**config.mk**
```make
export PLATFORM = sky130hd
export DESIGN_NAME = ps2_host_tx_flat
export DESIGN_NICKNAME = d
export VERILOG_FILES = /design/src/rtl/ps2_host_tx_pkg.sv /design/src/rtl/ps2_host_tx_if.sv /design/src/rtl/ps2_sync_edge.sv /design/src/rtl/ps2_host_tx.sv /design/src/flat_wrapper.sv
export SDC_FILE = /design/constraint.sdc
export NUM_CORES = 1
export LEC_CHECK = 0
export BUFFER_PORTS_ARGS = -buffer_cell sky130_fd_sc_hd__buf_2
export CAP_MARGIN = 20
export CORE_AREA = 2 2 100 102
export DETAILED_ROUTE_END_ITERATION = 8
export DIE_AREA = 0 0 102 104
export PLACE_DENSITY = 0.47
export SETUP_SLACK_MARGIN = 0.02
export SLEW_MARGIN = 20
export SYNTH_ARGS = -nofsm -noshare
export SYNTH_HDL_FRONTEND = slang
export SYNTH_SLANG_ARGS = --single-unit
export TNS_END_PERCENT = 1
```
**constraint.sdc**
```tcl
create_clock -name clk -period 3.9 [get_ports clk]
set_input_delay 0 -clock clk [delete_from_list [all_inputs] [get_ports clk]]
set_output_delay 0 -clock clk [all_outputs]
set_load 0.01 [all_outputs]
```
**src/rtl/ps2_host_tx_pkg.sv**
```systemverilog
// Shared definitions for the PS/2 host transmit and keyboard receive paths:
// FSM encodings, frame length, line drive polarity and frame helpers.
package ps2_host_tx_pkg;

  typedef enum logic [2:0] {
    ST_IDLE      = 3'd0,
    ST_INHIBIT   = 3'd1,
    ST_SEND      = 3'd2,
    ST_ACK       = 3'd3,
    ST_WAIT_IDLE = 3'd4
  } state_t;

  // Bits driven by the host after the start bit: 8 data, parity, stop.
  localparam int PS2_FRAME_BITS = 10;

  // Open-drain lines: a drive-low enable of 1 pulls the pin low, 0 lets the pull-up win.
  localparam logic DRIVE_LOW = 1'b1;
  localparam logic RELEASE   = 1'b0;

  function automatic logic odd_parity(input logic [7:0] d);
    return ~^d;
  endfunction

  function automatic logic frame_bit(input logic [7:0] d, input logic par, input logic [3:0] idx);
    if (idx < 4'd8)
      return d[idx[2:0]];
    else if (idx == 4'd8)
      return par;
    else
      return 1'b1;
  endfunction

endpackage

```
**src/rtl/ps2_host_tx_if.sv**
```systemverilog
// Command/status handshake between the controlling FSM and the PS/2 transmitter.
interface ps2_host_tx_if;
  logic [7:0] tx_data;
  logic       tx_start;
  logic       busy;
  logic       done;
  logic       ack_err;
  logic       timeout;

  modport master (
    output tx_data, tx_start,
    input  busy, done, ack_err, timeout
  );

  modport slave (
    input  tx_data, tx_start,
    output busy, done, ack_err, timeout
  );
endinterface

```
**src/rtl/ps2_sync_edge.sv**
```systemverilog
// Two-flop synchronizers for the PS/2 clock and data pins plus a falling-edge
// detector on the synchronized clock. Shared by the host transmit and receive paths.
module ps2_sync_edge (
  input  logic clk,
  input  logic clrn,
  input  logic ps2_clk_in,
  input  logic ps2_data_in,
  output logic clk_sync,
  output logic data_sync,
  output logic clk_fall
);

  logic [1:0] pin_in;
  logic [1:0] pin_sync;
  logic       clk_prev_reg;

  assign pin_in = {ps2_data_in, ps2_clk_in};

  genvar gi;
  generate
    for (gi = 0; gi < 2; gi++) begin : g_sync
      logic meta_reg;
      logic sync_reg;
      // Reset to the idle-high line level so leaving reset never fakes an edge.
      always_ff @(posedge clk or negedge clrn) begin
        if (!clrn) begin
          meta_reg <= 1'b1;
          sync_reg <= 1'b1;
        end else begin
          meta_reg <= pin_in[gi];
          sync_reg <= meta_reg;
        end
      end
      assign pin_sync[gi] = sync_reg;
    end
  endgenerate

  always_ff @(posedge clk or negedge clrn) begin
    if (!clrn)
      clk_prev_reg <= 1'b1;
    else
      clk_prev_reg <= pin_sync[0];
  end

  assign clk_sync  = pin_sync[0];
  assign data_sync = pin_sync[1];
  assign clk_fall  = clk_prev_reg & ~pin_sync[0];

endmodule

```
**src/rtl/ps2_host_tx.sv**
```systemverilog
// PS/2 host-to-device transmitter: inhibits the bus, sends one byte with odd
// parity on device clock falling edges, checks the device ACK, with a frame timeout.
module ps2_host_tx
  import ps2_host_tx_pkg::*;
#(
  parameter int INHIBIT_CYCLES = 5000,
  parameter int TIMEOUT_CYCLES = 750000
) (
  input  logic            clk,
  input  logic            clrn,
  ps2_host_tx_if.slave    ctl,
  input  logic            ps2_clk_in,
  input  logic            ps2_data_in,
  output logic            ps2_clk_drive_low,
  output logic            ps2_data_drive_low
);

  localparam int INH_W = $clog2(INHIBIT_CYCLES + 1);
  localparam int TO_W  = $clog2(TIMEOUT_CYCLES + 1);
  localparam logic [INH_W-1:0] INH_LAST = INH_W'(INHIBIT_CYCLES - 1);
  localparam logic [INH_W-1:0] INH_PRE  = INH_W'(INHIBIT_CYCLES - 2);
  localparam logic [TO_W-1:0]  TO_LAST  = TO_W'(TIMEOUT_CYCLES - 1);
  localparam logic [3:0]       STOP_IDX = 4'(PS2_FRAME_BITS - 1);

  logic clk_sync;
  logic data_sync;
  logic clk_fall;

  ps2_sync_edge u_sync (
    .clk        (clk),
    .clrn       (clrn),
    .ps2_clk_in (ps2_clk_in),
    .ps2_data_in(ps2_data_in),
    .clk_sync   (clk_sync),
    .data_sync  (data_sync),
    .clk_fall   (clk_fall)
  );

  state_t           state_reg,   state_next;
  logic [7:0]       data_reg,    data_next;
  logic             par_reg,     par_next;
  logic [INH_W-1:0] inh_cnt_reg, inh_cnt_next;
  logic [TO_W-1:0]  to_cnt_reg,  to_cnt_next;
  logic [3:0]       bit_idx_reg, bit_idx_next;
  logic             clk_dl_reg,  clk_dl_next;
  logic             data_dl_reg, data_dl_next;
  logic             ack_err_reg, ack_err_next;
  logic             done_reg,    done_next;
  logic             timeout_reg, timeout_next;

  always_ff @(posedge clk or negedge clrn) begin
    if (!clrn) begin
      state_reg   <= ST_IDLE;
      data_reg    <= '0;
      par_reg     <= 1'b0;
      inh_cnt_reg <= '0;
      to_cnt_reg  <= '0;
      bit_idx_reg <= '0;
      clk_dl_reg  <= RELEASE;
      data_dl_reg <= RELEASE;
      ack_err_reg <= 1'b0;
      done_reg    <= 1'b0;
      timeout_reg <= 1'b0;
    end else begin
      state_reg   <= state_next;
      data_reg    <= data_next;
      par_reg     <= par_next;
      inh_cnt_reg <= inh_cnt_next;
      to_cnt_reg  <= to_cnt_next;
      bit_idx_reg <= bit_idx_next;
      clk_dl_reg  <= clk_dl_next;
      data_dl_reg <= data_dl_next;
      ack_err_reg <= ack_err_next;
      done_reg    <= done_next;
      timeout_reg <= timeout_next;
    end
  end

  always_comb begin
    state_next   = state_reg;
    data_next    = data_reg;
    par_next     = par_reg;
    inh_cnt_next = inh_cnt_reg;
    to_cnt_next  = to_cnt_reg;
    bit_idx_next = bit_idx_reg;
    clk_dl_next  = clk_dl_reg;
    data_dl_next = data_dl_reg;
    ack_err_next = ack_err_reg;
    done_next    = 1'b0;
    timeout_next = 1'b0;

    case (state_reg)
      ST_IDLE: begin
        if (ctl.tx_start) begin
          data_next    = ctl.tx_data;
          par_next     = odd_parity(ctl.tx_data);
          ack_err_next = 1'b0;
          inh_cnt_next = '0;
          clk_dl_next  = DRIVE_LOW;
          data_dl_next = (INHIBIT_CYCLES == 1) ? DRIVE_LOW : RELEASE;
          state_next   = ST_INHIBIT;
        end
      end

      ST_INHIBIT: begin
        inh_cnt_next = inh_cnt_reg + 1'b1;
        if (inh_cnt_reg == INH_LAST) begin
          clk_dl_next  = RELEASE;
          to_cnt_next  = '0;
          bit_idx_next = '0;
          state_next   = ST_SEND;
        end else if (inh_cnt_reg == INH_PRE) begin
          // Start bit goes out during the final inhibit cycle.
          data_dl_next = DRIVE_LOW;
        end
      end

      ST_SEND, ST_ACK: begin
        to_cnt_next = to_cnt_reg + 1'b1;
        if (to_cnt_reg == TO_LAST) begin
          clk_dl_next  = RELEASE;
          data_dl_next = RELEASE;
          timeout_next = 1'b1;
          state_next   = ST_IDLE;
        end else if (clk_fall) begin
          if (state_reg == ST_SEND) begin
            data_dl_next = ~frame_bit(data_reg, par_reg, bit_idx_reg);
            bit_idx_next = bit_idx_reg + 1'b1;
            if (bit_idx_reg == STOP_IDX)
              state_next = ST_ACK;
          end else begin
            ack_err_next = data_sync;
            state_next   = ST_WAIT_IDLE;
          end
        end
      end

      ST_WAIT_IDLE: begin
        if (clk_sync && data_sync) begin
          done_next  = 1'b1;
          state_next = ST_IDLE;
        end
      end

      default: state_next = ST_IDLE;
    endcase
  end

  assign ctl.busy           = (state_reg != ST_IDLE);
  assign ctl.done           = done_reg;
  assign ctl.ack_err        = done_reg & ack_err_reg;
  assign ctl.timeout        = timeout_reg;
  assign ps2_clk_drive_low  = clk_dl_reg;
  assign ps2_data_drive_low = data_dl_reg;

endmodule

```
**src/flat_wrapper.sv**
```systemverilog
// flat-port wrapper written by rule: the top's interface ports become plain ports
module ps2_host_tx_flat import ps2_host_tx_pkg::*;
#(
  parameter int INHIBIT_CYCLES = 5000,
  parameter int TIMEOUT_CYCLES = 750000
)
  (clk, clrn, ps2_clk_in, ps2_data_in, ps2_clk_drive_low, ps2_data_drive_low, ctl_tx_data, ctl_tx_start, ctl_busy, ctl_done, ctl_ack_err, ctl_timeout);
  ps2_host_tx_if ctl_i ();
  input  logic clk;
  input  logic clrn;
  input  logic ps2_clk_in;
  input  logic ps2_data_in;
  output logic ps2_clk_drive_low;
  output logic ps2_data_drive_low;
  input wire logic [$bits(ctl_i.tx_data)-1:0] ctl_tx_data;
  input wire logic [$bits(ctl_i.tx_start)-1:0] ctl_tx_start;
  output wire logic [$bits(ctl_i.busy)-1:0] ctl_busy;
  output wire logic [$bits(ctl_i.done)-1:0] ctl_done;
  output wire logic [$bits(ctl_i.ack_err)-1:0] ctl_ack_err;
  output wire logic [$bits(ctl_i.timeout)-1:0] ctl_timeout;
  assign ctl_i.tx_data = ctl_tx_data;
  assign ctl_i.tx_start = ctl_tx_start;
  assign ctl_busy = ctl_i.busy;
  assign ctl_done = ctl_i.done;
  assign ctl_ack_err = ctl_i.ack_err;
  assign ctl_timeout = ctl_i.timeout;
  ps2_host_tx #(.INHIBIT_CYCLES(INHIBIT_CYCLES), .TIMEOUT_CYCLES(TIMEOUT_CYCLES)) u_core (.clk(clk), .clrn(clrn), .ctl(ctl_i), .ps2_clk_in(ps2_clk_in), .ps2_data_in(ps2_data_in), .ps2_clk_drive_low(ps2_clk_drive_low), .ps2_data_drive_low(ps2_data_drive_low));
endmodule
```
==> results.json <==
{
  "leakagePower_nw": 1.59,
  "timing.setup.critical_path_class": "flop to flop",
  "post_synth_instance_area_um2": 3250,
  "cts.root.buffer_cell": "sky130_fd_sc_hd__clkbuf_8",
  "post-place-ws_ns": 1.28,
  "avgRoutedWirePerCell_um": 14.8,
  "hold-worst-slack_ns": 0.0688,
  "routed-via-count": 2582,
  "synth-seq-area-share_pct": 45.7,
  "status": "complete, no violations",
  "worst_setup_path_start_kind": "flop",
  "clock_tree_from_tritoncts": "done",
  "yosys_warnings": 0,
  "layout-drive-gt1-share_pct": 18.0,
  "postCtsSetupBuffers": 0,
  "gp_congestion": 0.758,
  "setup_slack_ns": 1.27,
  "clock_latency_ns": 0.34,
  "syn_nets": 352,
  "postRouteWirelength_um": 7380,
  "holdBufCountCts": 11,
  "htree_num_levels": 3,
  "die_area_um2": 10600,
  "antenna_violating_nets_post_route": 0,
  "hold_viol_final": 0,
  "timing.hold.worst.class": "input pin to asynchronous set/reset pin",
  "grt_antenna_before_repair": 0,
  "crit_path_max_fanout": 15,
  "critical_path_required_ns": 4.16,
  "ys_ff_latch": 59,
  "slew-limit-headroom_pct": 45.5,
  "power.ir.vdd_worst_v": 0.000127,
  "top_usage_layer": "met2",
  "grtUsageTotal_pct": 15.1,
  "most-common-layout-cells": "sky130_fd_sc_hd__dfrtp_1 (54), sky130_fd_sc_hd__o21ai_0 (32), sky130_fd_sc_hd__nand2_1 (30)",
  "synth_edf_count": 0,
  "num_io_pins": 19,
  "post_cts_resized": 0,
  "grt_pass1_vias": 2579,
  "netlist_instances": 334,
  "grt_use_met1_pct": 19.9,
  "fillCellCount": 977,
  "coreArea_um2": 9550,
  "synth.largest_area_cell": "sky130_fd_sc_hd__dfrtp_1",
  "grt_setup_unrepaired": "no",
  "port_bufs": 18,
  "max_cap_viol_count": 0,
  "design.final.nets": 380,
  "globalRouteOverflowTotal": 0,
  "ys.flop_type": "sky130_fd_sc_hd__dfrtp_1",
  "clock_sinks": 59,
  "detailedRoute.firstIterationViolations": 125,
  "post_dp_cell_area_um2": 3430,
  "multiInputGateArea_um2": 1620,
  "setup_viol_count_final": 0,
  "worst-endpoint-arrival_ns": 2.89,
  "syn2layout_area_growth_pct": 16.2,
  "dr.pass1.iters": 5,
  "tns_ns": 0,
  "synth_top_cells_by_area": "sky130_fd_sc_hd__dfrtp_1 (42%), sky130_fd_sc_hd__o21ai_0 (4.9%), sky130_fd_sc_hd__dfstp_2 (4.0%)",
  "num_antenna_cells": 0,
  "cts_buffers": 9,
  "clock_path_buffers": 2,
  "floorplan.initialDensity_pct": 34.0,
  "post-route-min-period_ns": 2.63,
  "critical_path.max_stage_delay_ns": 0.74,
  "worst_margin_pin_slew_ns": 0.811,
  "chipWidth_um": 102,
  "synth-async-reset-ratio_pct": 100,
  "skew_ns": 0.00791,
  "post-synth-top-area-fraction_pct": 41.6,
  "total_power_mw": 1.32,
  "hpwl_um": 4940,
  "route.detailed.vias_per_inst": 5.16,
  "fin_area_um2": 3770,
  "drt_drc_violations_left": 0,
  "worstReg2RegStart": "u_core.inh_cnt_reg[5]",
  "reg2regPathDepth": 5,
  "mostFrequentLayoutCell": "sky130_fd_sc_hd__dfrtp_1",
  "worst_setup_path_end_kind": "flop",
  "clock.fmax_mhz": 381,
  "critical_path.slowest_cell": "sky130_fd_sc_hd__nor4_4",
  "crit_start": "u_core.inh_cnt_reg[5]",
  "worstPathCellList": "or4b_4 -> nor4_4 -> o21ai_2 -> or4_1 -> a21oi_1",
  "grt_first_pass_wirelength_um": 12700,
  "global_route.usage.met2_pct": 23.8,
  "fin_crit_sh_pct": 67.3,
  "largest_reg_flops": 20,
  "grt_start_max_net_pins": 49,
  "power_per_cell_area_nw_per_um2": 350,
  "globalRouteMet3Util_pct": 4.84,
  "timing.final.max_slew_violations": 0,
  "total_area_of_sequential_cells_um2": 1480,
  "num_rows": 36,
  "synthesis.area_per_instance_um2": 9.72,
  "synthDistinctLibCells": 58,
  "floorplan.die.height_um": 104,
  "clk_pin_slew_worst_paths_ns": 0.07
}
through the flow:
step	utilization, %	cells
3_3_place_gp	36.0	473
5_1_grt	39.5	500
2_1_floorplan	-	334
6_report	39.5	500
3_5_place_dp	36.0	473
4_1_cts	39.5	500
final timing paths:
path	endpoint	slack [ns]
max	u_core.to_cnt_reg[18]	1.27
min	u_core.to_cnt_reg[12]	0.07
max reg2reg	u_core.to_cnt_reg[18]	1.27
min reg2reg	u_core.u_sync.data_sync	0.36
max in group asynchronous	u_core.inh_cnt_reg[11]	2.92
min in group clk	u_core.ps2_clk_drive_low	0.21
metal layers:
metal  part of all wire, %  up-vias
li1                      -     1279
met1                    47     1259
met2                    49       38
met4                   1.1        0
met5                     0        -
met3                   2.8        6
synthesized netlist by cell type, types with 3 or more instances:
cell type	number
sky130_fd_sc_hd__xnor2_1	7
sky130_fd_sc_hd__nor4_1	4
sky130_fd_sc_hd__o211ai_1	9
sky130_fd_sc_hd__nand2_1	30
sky130_fd_sc_hd__inv_1	11
sky130_fd_sc_hd__o31ai_1	3
sky130_fd_sc_hd__dfstp_2	5
sky130_fd_sc_hd__xor2_1	14
sky130_fd_sc_hd__o21ai_0	32
sky130_fd_sc_hd__a21oi_1	9
sky130_fd_sc_hd__nor2_1	27
sky130_fd_sc_hd__nor3b_1	7
sky130_fd_sc_hd__and2_1	3
sky130_fd_sc_hd__or4_1	5
sky130_fd_sc_hd__mux2_2	8
sky130_fd_sc_hd__nor3_1	8
sky130_fd_sc_hd__ha_1	5
sky130_fd_sc_hd__mux2i_1	6
sky130_fd_sc_hd__nand4_1	12
sky130_fd_sc_hd__nand3_1	11
sky130_fd_sc_hd__dfrtp_1	54
sky130_fd_sc_hd__o41ai_1	3
sky130_fd_sc_hd__a31oi_1	3
sky130_fd_sc_hd__and3_1	5
sky130_fd_sc_hd__clkbuf_1	9
where the power goes:
group	switching, mW	leakage [nW]	internal [mW]
Combinational	0.0263	0.703	0.0265
Clock	0.248	0.119	0.391
Sequential	0.00526	0.770	0.624
Total	0.280	1.59	1.04
area by class of cell:
cell class,count,share of cell area (%)
Clock buffer,11,4.01
Sequential cell,59,39.3
Inverter,11,1.09
Multi-Input combinational cell,248,43.1
Tap cell,133,4.41
Timing Repair Buffer,33,6.10
Clock inverter,5,1.99
cell families (layout without fill, tap and decap cells):
| group | after synthesis | after routing | synth area share (%) |
|---|---|---|---|
| DFF | 59 | 59 | 45.7 |
| adders and majority gates | 5 | 5 | 1.93 |
| and+or+nand+nor | 135 | 135 | 23.7 |
| buffers and inverters | 27 | 60 | 4.28 |
| AOI/OAI and AO/OA | 73 | 73 | 14.1 |
| muxes | 14 | 14 | 4.63 |
| xor gates and xnor gates | 21 | 21 | 5.67 |
critical path: cells and delay by family (launching register included):
kind / cells / cell delay, ns
compound gates: 2 / 0.38
simple gates: 3 / 1.76
flops: 1 / 0.41
(Power assumes the default switching activity.)
